===== src/rtl/mips_enc_pkg.sv =====
// Shared MIPS encoding constants: op selector, opcodes, funct codes and
// small packing helpers, common to the encoder and the control-unit decode.
package mips_enc_pkg;

  typedef enum logic [3:0] {
    OP_ADD  = 4'd0,
    OP_SUB  = 4'd1,
    OP_AND  = 4'd2,
    OP_OR   = 4'd3,
    OP_SLT  = 4'd4,
    OP_LW   = 4'd5,
    OP_SW   = 4'd6,
    OP_BEQ  = 4'd7,
    OP_ADDI = 4'd8,
    OP_J    = 4'd9
  } op_e;

  typedef enum logic [1:0] {
    ST_EMPTY = 2'd0,
    ST_HOLD  = 2'd1,
    ST_FULL  = 2'd2
  } enc_state_e;

  localparam logic [5:0] OPC_RTYPE = 6'h00;
  localparam logic [5:0] OPC_LW    = 6'h23;
  localparam logic [5:0] OPC_SW    = 6'h2B;
  localparam logic [5:0] OPC_BEQ   = 6'h04;
  localparam logic [5:0] OPC_ADDI  = 6'h08;
  localparam logic [5:0] OPC_J     = 6'h02;

  localparam logic [5:0] FN_ADD = 6'h20;
  localparam logic [5:0] FN_SUB = 6'h22;
  localparam logic [5:0] FN_AND = 6'h24;
  localparam logic [5:0] FN_OR  = 6'h25;
  localparam logic [5:0] FN_SLT = 6'h2A;

  // R-type word; shamt is always zero for the supported ops.
  function automatic logic [31:0] packR(input logic [4:0] rs, input logic [4:0] rt,
                                        input logic [4:0] rd, input logic [5:0] fn);
    return {OPC_RTYPE, rs, rt, rd, 5'h00, fn};
  endfunction

  function automatic logic [31:0] packI(input logic [5:0] opc, input logic [4:0] rs,
                                        input logic [4:0] rt, input logic [15:0] imm);
    return {opc, rs, rt, imm};
  endfunction

  function automatic logic [31:0] packJ(input logic [25:0] target);
    return {OPC_J, target};
  endfunction

endpackage


===== src/rtl/mips_instr_encoder_if.sv =====
// Op-in / word-out streaming bus of the instruction encoder.
// master = op producer and memory side, slave = encoder.
interface mips_instr_encoder_if #(
  parameter int ADDR_W = 6
);
  logic              in_valid;
  logic              in_ready;
  logic [3:0]        in_op;
  logic [4:0]        in_rs;
  logic [4:0]        in_rt;
  logic [4:0]        in_rd;
  logic [15:0]       in_imm;
  logic [25:0]       in_target;
  logic              out_valid;
  logic              out_ready;
  logic [31:0]       out_word;
  logic [ADDR_W-1:0] out_addr;

  modport master (
    output in_valid, in_op, in_rs, in_rt, in_rd, in_imm, in_target, out_ready,
    input  in_ready, out_valid, out_word, out_addr
  );

  modport slave (
    input  in_valid, in_op, in_rs, in_rt, in_rd, in_imm, in_target, out_ready,
    output in_ready, out_valid, out_word, out_addr
  );
endinterface


===== src/rtl/mips_field_pack.sv =====
// Combinational op + fields -> 32-bit instruction word and legality flag.
module mips_field_pack
  import mips_enc_pkg::*;
(
  input  logic [3:0]  i_op,
  input  logic [4:0]  i_rs,
  input  logic [4:0]  i_rt,
  input  logic [4:0]  i_rd,
  input  logic [15:0] i_imm,
  input  logic [25:0] i_target,
  output logic [31:0] o_word,
  output logic        o_legal
);

  // Select the instruction format for the op; unused fields are simply not packed.
  always_comb begin
    o_word  = 32'h0;
    o_legal = 1'b1;
    case (op_e'(i_op))
      OP_ADD:  o_word = packR(i_rs, i_rt, i_rd, FN_ADD);
      OP_SUB:  o_word = packR(i_rs, i_rt, i_rd, FN_SUB);
      OP_AND:  o_word = packR(i_rs, i_rt, i_rd, FN_AND);
      OP_OR:   o_word = packR(i_rs, i_rt, i_rd, FN_OR);
      OP_SLT:  o_word = packR(i_rs, i_rt, i_rd, FN_SLT);
      OP_LW:   o_word = packI(OPC_LW, i_rs, i_rt, i_imm);
      OP_SW:   o_word = packI(OPC_SW, i_rs, i_rt, i_imm);
      OP_BEQ:  o_word = packI(OPC_BEQ, i_rs, i_rt, i_imm);
      OP_ADDI: o_word = packI(OPC_ADDI, i_rs, i_rt, i_imm);
      OP_J:    o_word = packJ(i_target);
      default: o_legal = 1'b0;
    endcase
  end

endmodule


===== src/rtl/mips_instr_encoder.sv =====
// Program loader: encodes symbolic MIPS ops into instruction words and
// streams them with sequential word addresses into instruction memory.
// One output register stage, sticky illegal-op flag, stops after DEPTH words.
module mips_instr_encoder
  import mips_enc_pkg::*;
#(
  parameter int ADDR_W = 6,
  parameter int DEPTH  = 64
) (
  input  logic              clk,
  input  logic              rst,
  input  logic              clr,
  mips_instr_encoder_if.slave bus,
  output logic [ADDR_W:0]   count,
  output logic              full,
  output logic              err
);

  localparam logic [ADDR_W:0] LAST_COUNT = (ADDR_W + 1)'(DEPTH - 1);

  enc_state_e        r_state;
  logic [31:0]       r_word;
  logic [ADDR_W-1:0] r_addr;
  logic [ADDR_W:0]   r_count;
  logic              r_full;
  logic              r_err;

  logic [31:0] w_word;
  logic        w_legal;
  logic        w_outValid;
  logic        w_inReady;
  logic        w_accept;
  logic        w_acceptLegal;
  logic        w_drain;
  logic        w_fullNext;

  mips_field_pack u_pack (
    .i_op     (bus.in_op),
    .i_rs     (bus.in_rs),
    .i_rt     (bus.in_rt),
    .i_rd     (bus.in_rd),
    .i_imm    (bus.in_imm),
    .i_target (bus.in_target),
    .o_word   (w_word),
    .o_legal  (w_legal)
  );

  // A new op may enter when the output slot is free or being drained this
  // cycle; clr blocks acceptance so a restart never races with a new word.
  assign w_outValid    = (r_state == ST_HOLD);
  assign w_inReady     = !r_full && (!w_outValid || bus.out_ready) && !clr;
  assign w_accept      = bus.in_valid && w_inReady;
  assign w_acceptLegal = w_accept && w_legal;
  assign w_drain       = w_outValid && bus.out_ready;
  assign w_fullNext    = clr ? 1'b0 : (w_acceptLegal ? (r_count == LAST_COUNT) : r_full);

  // Holding FSM plus output word register, address counter and flags.
  always_ff @(posedge clk) begin
    if (rst) begin
      r_state <= ST_EMPTY;
      r_word  <= 32'h0;
      r_addr  <= '0;
      r_count <= '0;
      r_full  <= 1'b0;
      r_err   <= 1'b0;
    end else begin
      case (r_state)
        ST_EMPTY: if (w_acceptLegal) r_state <= ST_HOLD;
        ST_HOLD:  if (!w_acceptLegal && w_drain) r_state <= w_fullNext ? ST_FULL : ST_EMPTY;
        ST_FULL:  if (clr) r_state <= ST_EMPTY;
        default:  r_state <= ST_EMPTY;
      endcase

      if (w_acceptLegal) begin
        r_word <= w_word;
        r_addr <= r_count[ADDR_W-1:0];
      end

      if (clr) begin
        r_count <= '0;
      end else if (w_acceptLegal) begin
        r_count <= r_count + 1'b1;
      end

      r_full <= w_fullNext;

      if (w_accept && !w_legal) begin
        r_err <= 1'b1;
      end
    end
  end

  assign bus.in_ready  = w_inReady;
  assign bus.out_valid = w_outValid;
  assign bus.out_word  = r_word;
  assign bus.out_addr  = r_addr;
  assign count         = r_count;
  assign full          = r_full;
  assign err           = r_err;

endmodule


===== src/flat_wrapper.sv =====
// flat-port wrapper written by rule: the top's interface ports become plain ports
module mips_instr_encoder_flat import mips_enc_pkg::*;
#(
  parameter int ADDR_W = 6,
  parameter int DEPTH  = 64
)
  (clk, rst, clr, count, full, err, bus_in_valid, bus_in_op, bus_in_rs, bus_in_rt, bus_in_rd, bus_in_imm, bus_in_target, bus_out_ready, bus_in_ready, bus_out_valid, bus_out_word, bus_out_addr);
  mips_instr_encoder_if #(.ADDR_W(ADDR_W)) bus_i ();
  input  logic clk;
  input  logic rst;
  input  logic clr;
  output logic [ADDR_W:0] count;
  output logic full;
  output logic err;
  input wire logic [$bits(bus_i.in_valid)-1:0] bus_in_valid;
  input wire logic [$bits(bus_i.in_op)-1:0] bus_in_op;
  input wire logic [$bits(bus_i.in_rs)-1:0] bus_in_rs;
  input wire logic [$bits(bus_i.in_rt)-1:0] bus_in_rt;
  input wire logic [$bits(bus_i.in_rd)-1:0] bus_in_rd;
  input wire logic [$bits(bus_i.in_imm)-1:0] bus_in_imm;
  input wire logic [$bits(bus_i.in_target)-1:0] bus_in_target;
  input wire logic [$bits(bus_i.out_ready)-1:0] bus_out_ready;
  output wire logic [$bits(bus_i.in_ready)-1:0] bus_in_ready;
  output wire logic [$bits(bus_i.out_valid)-1:0] bus_out_valid;
  output wire logic [$bits(bus_i.out_word)-1:0] bus_out_word;
  output wire logic [$bits(bus_i.out_addr)-1:0] bus_out_addr;
  assign bus_i.in_valid = bus_in_valid;
  assign bus_i.in_op = bus_in_op;
  assign bus_i.in_rs = bus_in_rs;
  assign bus_i.in_rt = bus_in_rt;
  assign bus_i.in_rd = bus_in_rd;
  assign bus_i.in_imm = bus_in_imm;
  assign bus_i.in_target = bus_in_target;
  assign bus_i.out_ready = bus_out_ready;
  assign bus_in_ready = bus_i.in_ready;
  assign bus_out_valid = bus_i.out_valid;
  assign bus_out_word = bus_i.out_word;
  assign bus_out_addr = bus_i.out_addr;
  mips_instr_encoder #(.ADDR_W(ADDR_W), .DEPTH(DEPTH)) u_core (.clk(clk), .rst(rst), .clr(clr), .bus(bus_i), .count(count), .full(full), .err(err));
endmodule

===== config.mk =====
export PLATFORM = sky130hd
export DESIGN_NAME = mips_instr_encoder_flat
export DESIGN_NICKNAME = d
export VERILOG_FILES = /design/src/rtl/mips_enc_pkg.sv /design/src/rtl/mips_instr_encoder_if.sv /design/src/rtl/mips_field_pack.sv /design/src/rtl/mips_instr_encoder.sv /design/src/flat_wrapper.sv
export SDC_FILE = /design/constraint.sdc
export NUM_CORES = 1
export LEC_CHECK = 0
export BUFFER_PORTS_ARGS = -buffer_cell sky130_fd_sc_hd__buf_2
export CORE_AREA = 8 8 102 104
export DETAILED_ROUTE_END_ITERATION = 12
export DIE_AREA = 0 0 110 112
export PLACE_DENSITY_LB_ADDON = 0.15
export SYNTH_ARGS = -nofsm -noshare
export SYNTH_HDL_FRONTEND = slang
export SYNTH_SLANG_ARGS = --single-unit
export TNS_END_PERCENT = 1

===== constraint.sdc =====
create_clock -name clk -period 4 [get_ports clk]
set_input_delay 1.2 -clock clk [delete_from_list [all_inputs] [get_ports clk]]
set_output_delay 1.2 -clock clk [all_outputs]
set_load 0.1 [all_outputs]

# Yosys cells after proc, flatten, opt, wreduce, memory -nomap -nowiden
# Index checks and enable logic that the tools add are counted.
# word_totals
register_bits	49
input_bits	66
out_inout_bits	49
# classes
add_sub_neg	1
n_eq_ne	15
mux	9
n_reduce_logical	18
# op_table
cell	count
$pmux W32 S10	1
$eq A4 B3 Y1 const B	4
$reduce_or A10 Y1	1
$eq A4 B2 Y1 const B	2
$eq A4 B4 Y1 const B	2
$mux W2	4
$add A7 B1 Y7 const B	1
$eq A7 B6 Y1 const B	1
$logic_and A1 B1 Y1	7
$pmux W2 S3	1
$logic_not A1 Y1	5
$eq A4 B1 Y1 const B	1
$logic_not A4 Y1	1
$ne A2 B2 Y1 const B	2
$mux W1	3
$reduce_and A3 Y1	1
$eq A2 B1 Y1 const B	1
$eq A2 B2 Y1 const B	1
$logic_not A2 Y1	1
$ne A2 B1 Y1 const B	1
$reduce_or A2 Y1	1
$logic_or A1 B1 Y1	1

# Logic depth before layout (Yosys ltp)
# Gate-level depths: netlist of run 1.
# depth
ltp_word	12
mapped_depth	7

# Hierarchy
# A second synthesis of run 1 with hierarchy kept.
# unflattened
hier_cells	313
area_unflattened_um2	2568.7
# by_module_without_submodules
module	instances	cells_each	area_each_um2	seq_area_each_um2
mips_instr_encoder	1	241	1991.9	980.9
mips_field_pack	1	72	576.8	0.0

# Least setup slack after synthesis of run 1
# Ideal clock, no wire load.
# synth_timing
kind	input-to-output
start	input port bus_out_ready
end	output port bus_in_ready
arrival_ns	3.507
path_slack_ns	-0.707
cell_stages	2
n_path_buf	0
cell_sequence	or3b_4 nor3b_1
# synth_via
elab_chain_cells	3
# synth_lines
element	line	text
start: declaration	flat_wrapper.sv:22	input wire logic [$bits(bus_i.out_ready)-1:0] bus_out_ready;
$logic_or A1 B1 Y1	mips_instr_encoder.sv:51	assign w_inReady = !r_full && (!w_outValid || bus.out_ready) && !clr;
$logic_and A1 B1 Y1 (2 in series)	mips_instr_encoder.sv:51	
end: declaration	flat_wrapper.sv:23	output wire logic [$bits(bus_i.in_ready)-1:0] bus_in_ready;
# Every way passes these cells.

# Worst setup path in the final report of run 1
# Same ends and word-level chain as after synthesis.

==> flow_summary_export.csv, run 1 <==
group,metric,value,unit
power_and_ir_drop,power_density,349,mW/mm^2
grt,grt_usage,14.0,%
timing,finalCriticalPeriod,3370,ps
timing,tns,0,ps
grt,overflow,0,
layout,multiInputGateArea,0.00146,mm^2
layout,fin_nets,483,
die,die_w,110,um
clocking,cts_tree,"yes",
clocking,cts.repair.resized,0,
die,initial_core_util,28.9,%
worst_setup_path,rrSetupSlack,1990,ps
yosys,synth_area,0.00257,mm^2
clocking,clock_latency,300,ps
power_and_ir_drop,peakVddDrop,0.115,mV
yosys,syn_avg_cell_area,7.97,um^2
clocking,clockBufferDepth,2,
timing,post-route-period-util,84.2,%
die,die_h,112,um
timing,maxSlewViolCount,0,
placed_design,place.gp.congestion,0.734,
drt,vias_per_cell,5.09,
worst_setup_path,r2r_cells,5,
layout,num_antenna_cells,0,
drt,wl_per_cell,16.5,um
drt,drc,0,
worst_setup_path,cp-end-kind,"output port",
drt,dr.pass1.iters,6,
timing,worst_slack,632,ps
yosys,ys_seq_area_share,36.7,%
die,fp.coreArea,0.00889,mm^2
placed_design,place_hpwl,6.17,mm
hold_path,hold_path.class,"reg -> reg",
worst_setup_path,arrival,2170,ps
layout,area_delta_synth_final,25.8,%
placed_design,pre_cts_ws,633,ps
clocking,path_clk_slew,90,ps
grt,grt_max_degree,49,
worst_setup_path,crit_fanout,4,
worst_setup_path,critPathKind,"in -> out",
drt,totalWireLength,8.71,mm
worst_setup_path,worst_setup_path_start_kind,"input pin",
yosys,ys_warn_count,0,
layout,fillers,957,
layout,seq_area,941,um^2
clocking,cts_setup_buffers,0,
timing,rsz0062_at_grt,"no",
grt,grt_antenna_before_repair,0,
clocking,numCtsBuffers,5,
layout,drive_above_1_share,34.1,%
clocking,cts-root-buf,"clkbuf_8",
job,cap_violations,0,
die,io_pins,115,
worst_setup_path,r2r_end,"u_core.bus.out_word[24]",
timing,fin_skew,2.81,ps
drt,drt_iter0_drc,150,
die,die_area,0.0123,mm^2
hold_path,min_from,"u_core.bus.out_word[28]",
timing,final-hold-violation-count,0,
hold_path,hold_depth,2,
yosys,synth-edff-count,0,
hold_path,holdPathEnd,"u_core.bus.out_word[28]",
yosys,synth-async-reset-ratio,0,%
worst_setup_path,timing.rr.start,"u_core.full",
yosys,ys.flop_type,"dfxtp_1",
timing,max_slew_margin,45.6,%
die,rows,35,
drt,ant_nets,0,
grt,grt_pass1_wl,14.0,mm
outcome,status,"completed",
clocking,h-tree-depth,2,
yosys,synth-seq-cells,47,
power_and_ir_drop,power.leakage,1.36,nW
yosys,postSynthCellCount,322,
drt,vias,2690,
timing,tightest_slew,809,ps
placed_design,numPortBuffers,113,
grt,grt_pass1_vias,2742,
clocking,postCtsHoldBufs,0,
clocking,cts_num_sinks,47,
yosys,synth_cell_types,44,
yosys,syn-num-nets,389,
timing,setup_viol,0,
worst_setup_path,worstPathRequired,2800,ps
timing,fmax,297,MHz
[worst max path at each step]
| stage | from | to | slack [ps] |
|---|---|---|---|
| 3_5_place_dp | bus_out_ready | bus_in_ready | 630 |
| 2_1_floorplan | bus_out_ready | bus_in_ready | 280 |
| 5_1_grt | bus_out_ready | bus_in_ready | 610 |
| 3_3_place_gp | bus_out_ready | bus_in_ready | 640 |
| 4_1_cts | bus_out_ready | bus_in_ready | 630 |
| 6_report | bus_out_ready | bus_in_ready | 630 |
[power breakdown]
group | switching (mW) | total (mW) | leakage (nW) | internal, mW
registers | 0.0103 | 0.497 | 0.383 | 0.487
clock network | 0.169 | 0.292 | 0.0412 | 0.123
logic | 0.252 | 0.337 | 0.936 | 0.0850
total | 0.431 | 1.13 | 1.36 | 0.694
[placed cells by master, fill, tap and decap left out, types with 4 or more instances in the layout]
cell / instances
a2bb2oi_1: 5
buf_2: 113
dfxtp_1: 47
o21ai_0: 11
nand2b_1: 12
nor3_1: 17
a21o_1: 4
a211oi_1: 20
a32oi_1: 5
a221oi_1: 7
nand3_1: 16
a21oi_1: 27
nor2b_1: 10
nand2_1: 26
clkbuf_8: 5
mux2_2: 8
nor2_1: 35
o21a_1: 5
a31oi_1: 6
[sequential cells by signal (all words and copies together) (netlist names)]
| name | cells |
|---|---|
| u_core.err | 1 |
| u_core.bus.out_word | 30 |
| u_core.bus.out_addr | 6 |
| u_core.count | 7 |
| u_core.full | 1 |
| u_core.r_state | 2 |
[metrics by stage]
step                      area [um^2]  hold WS (ps)  util, %  std cells  power (mW)
after detailed placement         3140           446     35.4        520       0.846
after floorplan                  2570           449        -        322       0.766
final                            3230           454     36.3        528        1.13
after CTS                        3230           460     36.3        528        1.14
after global placement           3140           441     35.4        520       0.843
after global routing             3230           479     36.3        528        1.18
[critical path, cell delays in order]
cell,delay (ps)
buf_2,120
or3b_4,390
nor3b_2,160
buf_2,290
[per-layer routing]
layer  track usage, %  up-vias  share of wire (%)
met5                0        -                  0
li1                 -     1351                  -
met1             17.6     1263                 44
met4             3.06        0               0.45
met3             3.99        2                7.4
met2             22.8       74                 48
[cells by family (layout without fill, tap and decap cells)]
| family | Yosys count | after routing | share of synthesized area (%) |
|---|---|---|---|
| and+or+nand+nor | 133 | 133 | 26.2 |
| AOI/OAI and AO/OA | 98 | 98 | 25.8 |
| DFF | 47 | 47 | 36.7 |
| buffers and inverters | 32 | 127 | 6.48 |
| muxes | 8 | 8 | 3.51 |
| xor gates and xnor gates | 2 | 2 | 0.683 |
| adders and majority gates | 1 | 1 | 0.487 |
| other | 1 | 1 | 0.146 |
[cells in the mapped netlist, types with 2 or more instances]
cell / count / area [um^2]
dfxtp_1: 47 / 941
nor2_1: 35 / 131
a21oi_1: 27 / 135
nand2_1: 26 / 97.6
a211oi_1: 20 / 150
nor3_1: 17 / 85.1
nand3_1: 16 / 80.1
buf_2: 13 / 65.1
nand2b_1: 12 / 75.1
clkbuf_1: 11 / 41.3
o21ai_0: 11 / 55.1
nor2b_1: 10 / 62.6
mux2_2: 8 / 90.1
a221oi_1: 7 / 61.3
a31oi_1: 6 / 37.5
a2bb2oi_1: 5 / 43.8
a32oi_1: 5 / 43.8
o21a_1: 5 / 37.5
a21o_1: 4 / 30.0
a311oi_1: 3 / 26.3
buf_6: 3 / 33.8
inv_1: 3 / 11.3
a31o_2: 2 / 17.5
and2_1: 2 / 12.5
buf_4: 2 / 15.0
nand4_1: 2 / 12.5
or2_2: 2 / 12.5
or3_1: 2 / 12.5
[area by class of cell]
| cell class | instances | area share [%] |
|---|---|---|
| multi-input combinational | 243 | 45.3 |
| sequential | 47 | 29.1 |
| timing repair buffer | 116 | 18.2 |
| tap | 111 | 4.30 |
| clock buffer | 6 | 2.25 |
| clock inverter | 2 | 0.388 |
| inverter | 3 | 0.349 |
No activity file was read; power rests on OpenSTA's default activity.
==> inputs of run 2 (changes only) <==
==> constraint.sdc (replaced) <==
create_clock -name clk -period 3.1 [get_ports clk]
set_input_delay 0.93 -clock clk [delete_from_list [all_inputs] [get_ports clk]]
set_output_delay 0.93 -clock clk [all_outputs]
set_load 0.1 [all_outputs]
==> flow_summary_export.csv, run 2 (synthesis gave the netlist of run 1 again) <==
group,metric,value,unit
placed_design,place.gp.congestion,0.755,
drt,wl_per_cell,16.1,um
grt,grt_usage,13.8,%
drt,wl_met3,675,um
layout,num_antenna_cells,0,
layout,layout_commonest_cell,"buf_2",
timing,fmax,354,MHz
outcome,status,"completed",
drt,met1Wirelength,3.94,mm
timing,finalCriticalPeriod,2830,ps
layout,fin_area,0.00329,mm^2
timing,fin_skew,3.00,ps
worst_setup_path,crit_fanout,4,
timing,post-route-period-util,91.1,%
hold_path,min_from,"u_core.bus.out_addr[1]",
timing,setup_viol,0,
drt,totalWireLength,8.61,mm
clocking,clock_latency,300,ps
clocking,cts-root-buf,"clkbuf_8",
hold_path,hold_path.class,"reg -> reg",
hold_path,hold_depth,2,
die,die_h,112,um
worst_setup_path,cp_cell_sequence,"buf_2, or3b_4, nor3b_4, buf_2",
drt,vias_per_cell,5.03,
clocking,cts_tree,"yes",
placed_design,numPortBuffers,113,
timing,rsz0062_at_grt,"no",
power_and_ir_drop,power_density,442,mW/mm^2
die,rows,35,
worst_setup_path,slowest_delay,390,ps
grt,grt_pass1_vias,2726,
worst_setup_path,critical_path.top_delay_family,"simple AND/OR/NAND/NOR gates",
layout,fin_nets,490,
drt,dr.pass1.iters,7,
die,fp.coreArea,0.00889,mm^2
worst_setup_path,crit_top_cell,"buf_2",
power_and_ir_drop,power.leakage,1.40,nW
die,die_w,110,um
drt,ant_nets,0,
timing,maxSlewViolCount,0,
worst_setup_path,arrival,1900,ps
layout,final_cell_mix,"buf_2 (113), dfxtp_1 (47), nor2_1 (35), a21oi_1 (27), nand2_1 (26)",
grt,grt_pass1_wl,13.7,mm
layout,drive_above_1_share,35.4,%
drt,top_layer,"met5",
drt,vias,2693,
timing,max_slew_margin,62.2,%
clocking,clockBufferDepth,2,
clocking,h-tree-depth,2,
worst_setup_path,cpMaxStageDelayCell,"or3b_4",
worst_setup_path,timing.rr.start,"u_core.full",
power_and_ir_drop,total_power,1.45,mW
grt,overflow,0,
worst_setup_path,critPathKind,"in -> out",
grt,grt_antenna_before_repair,1,
layout,seq_area,941,um^2
worst_setup_path,rrSetupSlack,1240,ps
worst_setup_path,worstPathRequired,2170,ps
job,cap_violations,0,
timing,final-hold-violation-count,0,
layout,multiInputGateArea,0.00147,mm^2
drt,drc,0,
layout,largest_reg_flops,30,
die,io_pins,115,
worst_setup_path,critPathBufInv,2,
drt,drt_iter0_drc,145,
worst_setup_path,r2r_cells,4,
worst_setup_path,worst_setup_path_start_kind,"input pin",
worst_setup_path,cp-end-kind,"output port",
clocking,cts_setup_buffers,0,
grt,grt_max_degree,49,
hold_path,holdPathEnd,"u_core.bus.out_addr[1]",
power_and_ir_drop,peakVddDrop,0.185,mV
layout,fillers,962,
layout,postLayoutCoreUtil,37.0,%
placed_design,place_hpwl,6.29,mm
layout,area_delta_synth_final,28.0,%
clocking,postCtsHoldBufs,0,
clocking,numCtsBuffers,5,
clocking,cts.repair.resized,0,
timing,tightest_slew,564,ps
clocking,path_clk_slew,90,ps
placed_design,placed_area,0.00320,mm^2
worst_setup_path,r2r_end,"u_core.count[5]",
timing,tns,0,ps
drt,wl_met2,3.84,mm
clocking,cts_num_sinks,47,
die,initial_core_util,28.9,%
die,die_area,0.0123,mm^2
## run 2: changes by cell type in the layout (fill, tap and decap cells not counted), sizes merged
cell,previous run,this run
clkbuf,6,5
clkinv,1,3
clkinvlp,1,0
buf,116,123
## run 2: final cells by class
cell class                 instances  share of cell area (%)
tap                              111                    4.23
multi-input combinational        243                    44.7
clock buffer                       5                    2.09
timing repair buffer             123                    19.5
clock inverter                     3                   0.457
sequential                        47                    28.6
inverter                           3                   0.343
## run 2: per-layer routing
layer / vias to the layer above / track usage, %
met1: 1231 / 18.1
li1: 1368 / -
met4: 2 / 4.14
met3: 12 / 4.45
met5: - / 0
met2: 80 / 20.8
## run 2: stage by stage
stage               std cells  hold slack (ps)  setup slack, ps
floorplan                 322              449              282
global placement          527              439              277
detailed placement        527              444              270
CTS                       535              458              268
global route              535              473              252
finish                    535              455              275
## run 2: worst max-delay path by stage
stage | startpoint | end | slack, ps | cells past startpoint
5_1_grt | bus_out_ready | bus_in_ready | 250 | 4
3_5_place_dp | bus_out_ready | bus_in_ready | 270 | 4
4_1_cts | bus_out_ready | bus_in_ready | 270 | 4
6_report | bus_out_ready | bus_in_ready | 270 | 4
3_3_place_gp | bus_out_ready | bus_in_ready | 280 | 4
2_1_floorplan | bus_out_ready | bus_in_ready | 280 | 2
## run 2: report_power, final
part           internal [mW]  switching (mW)
Combinational          0.116           0.325
Sequential             0.628          0.0127
Clock                  0.155           0.217
## run 2: tightest hold or removal path, stage by stage (launching register included)
cell and delay (ps):
dfxtp_1 310, nand2_1 50, a21oi_1 50
==> inputs of run 3 (changes only) <==
--- a/config.mk
+++ b/config.mk
@@ -6,9 +6,9 @@
 export NUM_CORES = 1
 export LEC_CHECK = 0
 export BUFFER_PORTS_ARGS = -buffer_cell sky130_fd_sc_hd__buf_2
-export CORE_AREA = 8 8 102 104
+export CORE_AREA = 8 8 83 85
 export DETAILED_ROUTE_END_ITERATION = 12
-export DIE_AREA = 0 0 110 112
+export DIE_AREA = 0 0 91 93
 export PLACE_DENSITY_LB_ADDON = 0.15
 export SYNTH_ARGS = -nofsm -noshare
 export SYNTH_HDL_FRONTEND = slang
==> flow_summary_export.csv, run 3 (synthesis gave the netlist of run 1 again) <==
group,metric,value,unit
outcome,status,"completed",
clocking,cts.repair.resized,0,
timing,worst_slack,289,ps
die,io_pins,115,
timing,rsz0062_at_grt,"no",
power_and_ir_drop,power.internal,0.989,mW
timing,tightest_slew,583,ps
placed_design,pre_cts_ws,285,ps
placed_design,place.gp.congestion,0.774,
die,die_h,93,um
power_and_ir_drop,switching_power,0.561,mW
power_and_ir_drop,p_clk_share,30.4,%
drt,drt_iter0_drc,95,
clocking,cts-root-buf,"clkbuf_8",
timing,fmax,356,MHz
clocking,cts_tree,"yes",
worst_setup_path,worstPathRequired,2170,ps
worst_setup_path,cp-end-kind,"output port",
timing,setup_viol,0,
drt,wl_per_cell,15.5,um
grt,grt_max_degree,49,
timing,finalCriticalPeriod,2810,ps
die,die_area,0.00846,mm^2
timing,final-hold-violation-count,0,
die,initial_core_util,45.2,%
power_and_ir_drop,power.leakage,1.41,nW
grt,grt_pass1_wl,12.9,mm
worst_setup_path,arrival,1880,ps
hold_path,hold_path.class,"reg -> reg",
grt,overflow,0,
worst_setup_path,worst_setup_path_start_kind,"input pin",
drt,vias_per_cell,5.43,
power_and_ir_drop,sequentialPowerShare,41.3,%
drt,totalWireLength,7.71,mm
layout,final_cell_mix,"buf_2 (113), dfxtp_1 (47), nor2_1 (35), a21oi_1 (27), nand2_1 (26)",
drt,ant_nets,0,
worst_setup_path,critPathKind,"in -> out",
worst_setup_path,crit_fanout,4,
grt,grt_usage,18.2,%
layout,area_delta_synth_final,27.5,%
clocking,cts_setup_buffers,0,
grt,grt_pass1_vias,2738,
clocking,postCtsHoldBufs,0,
timing,post-route-period-util,90.7,%
timing,whs,458,ps
clocking,clockBufferDepth,2,
layout,drive_above_1_share,35.4,%
placed_design,numPortBuffers,113,
clocking,h-tree-depth,2,
timing,fin_skew,2.95,ps
power_and_ir_drop,power_density,473,mW/mm^2
layout,largest_reg_flops,30,
clocking,clock_latency,300,ps
layout,fin_nets,490,
drt,dr.pass1.iters,4,
layout,fin_area,0.00327,mm^2
timing,maxSlewViolCount,0,
timing,max_slew_margin,60.9,%
die,fp.coreArea,0.00568,mm^2
power_and_ir_drop,peakVddDrop,0.382,mV
drt,vias,2712,
drt,drc,0,
clocking,cts_num_sinks,47,
die,rows,28,
power_and_ir_drop,pwr-share-comb,28.2,%
die,die_w,91,um
layout,layout_commonest_cell,"buf_2",
timing,tns,0,ps
grt,grt_antenna_before_repair,0,
power_and_ir_drop,p_sw_share,36.2,%
placed_design,placed_area,0.00316,mm^2
clocking,path_clk_slew,90,ps
placed_design,place_hpwl,5.60,mm
job,cap_violations,0,
layout,num_antenna_cells,0,
clocking,numCtsBuffers,5,
run 3: worst paths after layout:
check                    startpoint                     end  cells after the start  slack [ps]
min          u_core.bus.out_addr[0]  u_core.bus.out_addr[0]                      2         460
min reg2reg  u_core.bus.out_addr[0]  u_core.bus.out_addr[0]                      2         460
max reg2reg             u_core.full         u_core.count[5]                      4        1300
max                   bus_out_ready            bus_in_ready                      4         290
run 3: cell type report:
class | instances | area [um^2]
fillers | 588 | 2400
multi-input cells | 243 | 1470
flip-flops and latches | 47 | 941
repair buffers | 123 | 641
well taps | 75 | 93.8
clock buffers | 5 | 68.8
clock inverters | 3 | 47.5
inverters | 3 | 11.3
run 3: critical path: stages:
cell     delay (ps)
buf_2           110
or3b_4          390
nor3b_4         160
buf_2           290
run 3: routing by layer:
metal  wire length (um)  global-route usage [%]
met5                  0                       0
met1               3290                    20.7
met2               3670                    31.0
met3                707                    8.01
met4                 48                    3.68
run 3: stage by stage:
| step | std cells | power [mW] | util, % |
|---|---|---|---|
| 6_report | 499 | 1.55 | 57.7 |
| 5_1_grt | 499 | 1.62 | 57.7 |
| 4_1_cts | 499 | 1.56 | 57.7 |
| 3_5_place_dp | 491 | 1.09 | 55.6 |
| 3_3_place_gp | 491 | 1.09 | 55.6 |
| 2_1_floorplan | 322 | 0.989 | - |
run 3: power by group through the flow:
| stage | registers [mW] | logic (mW) | clock network (mW) |
|---|---|---|---|
| floorplan | 0.825 | 0.164 | 0 |
| global placement | 0.654 | 0.435 | 0 |
| detailed placement | 0.654 | 0.440 | 0 |
| CTS | 0.641 | 0.440 | 0.481 |
| global route | 0.644 | 0.468 | 0.508 |
| finish | 0.641 | 0.437 | 0.472 |
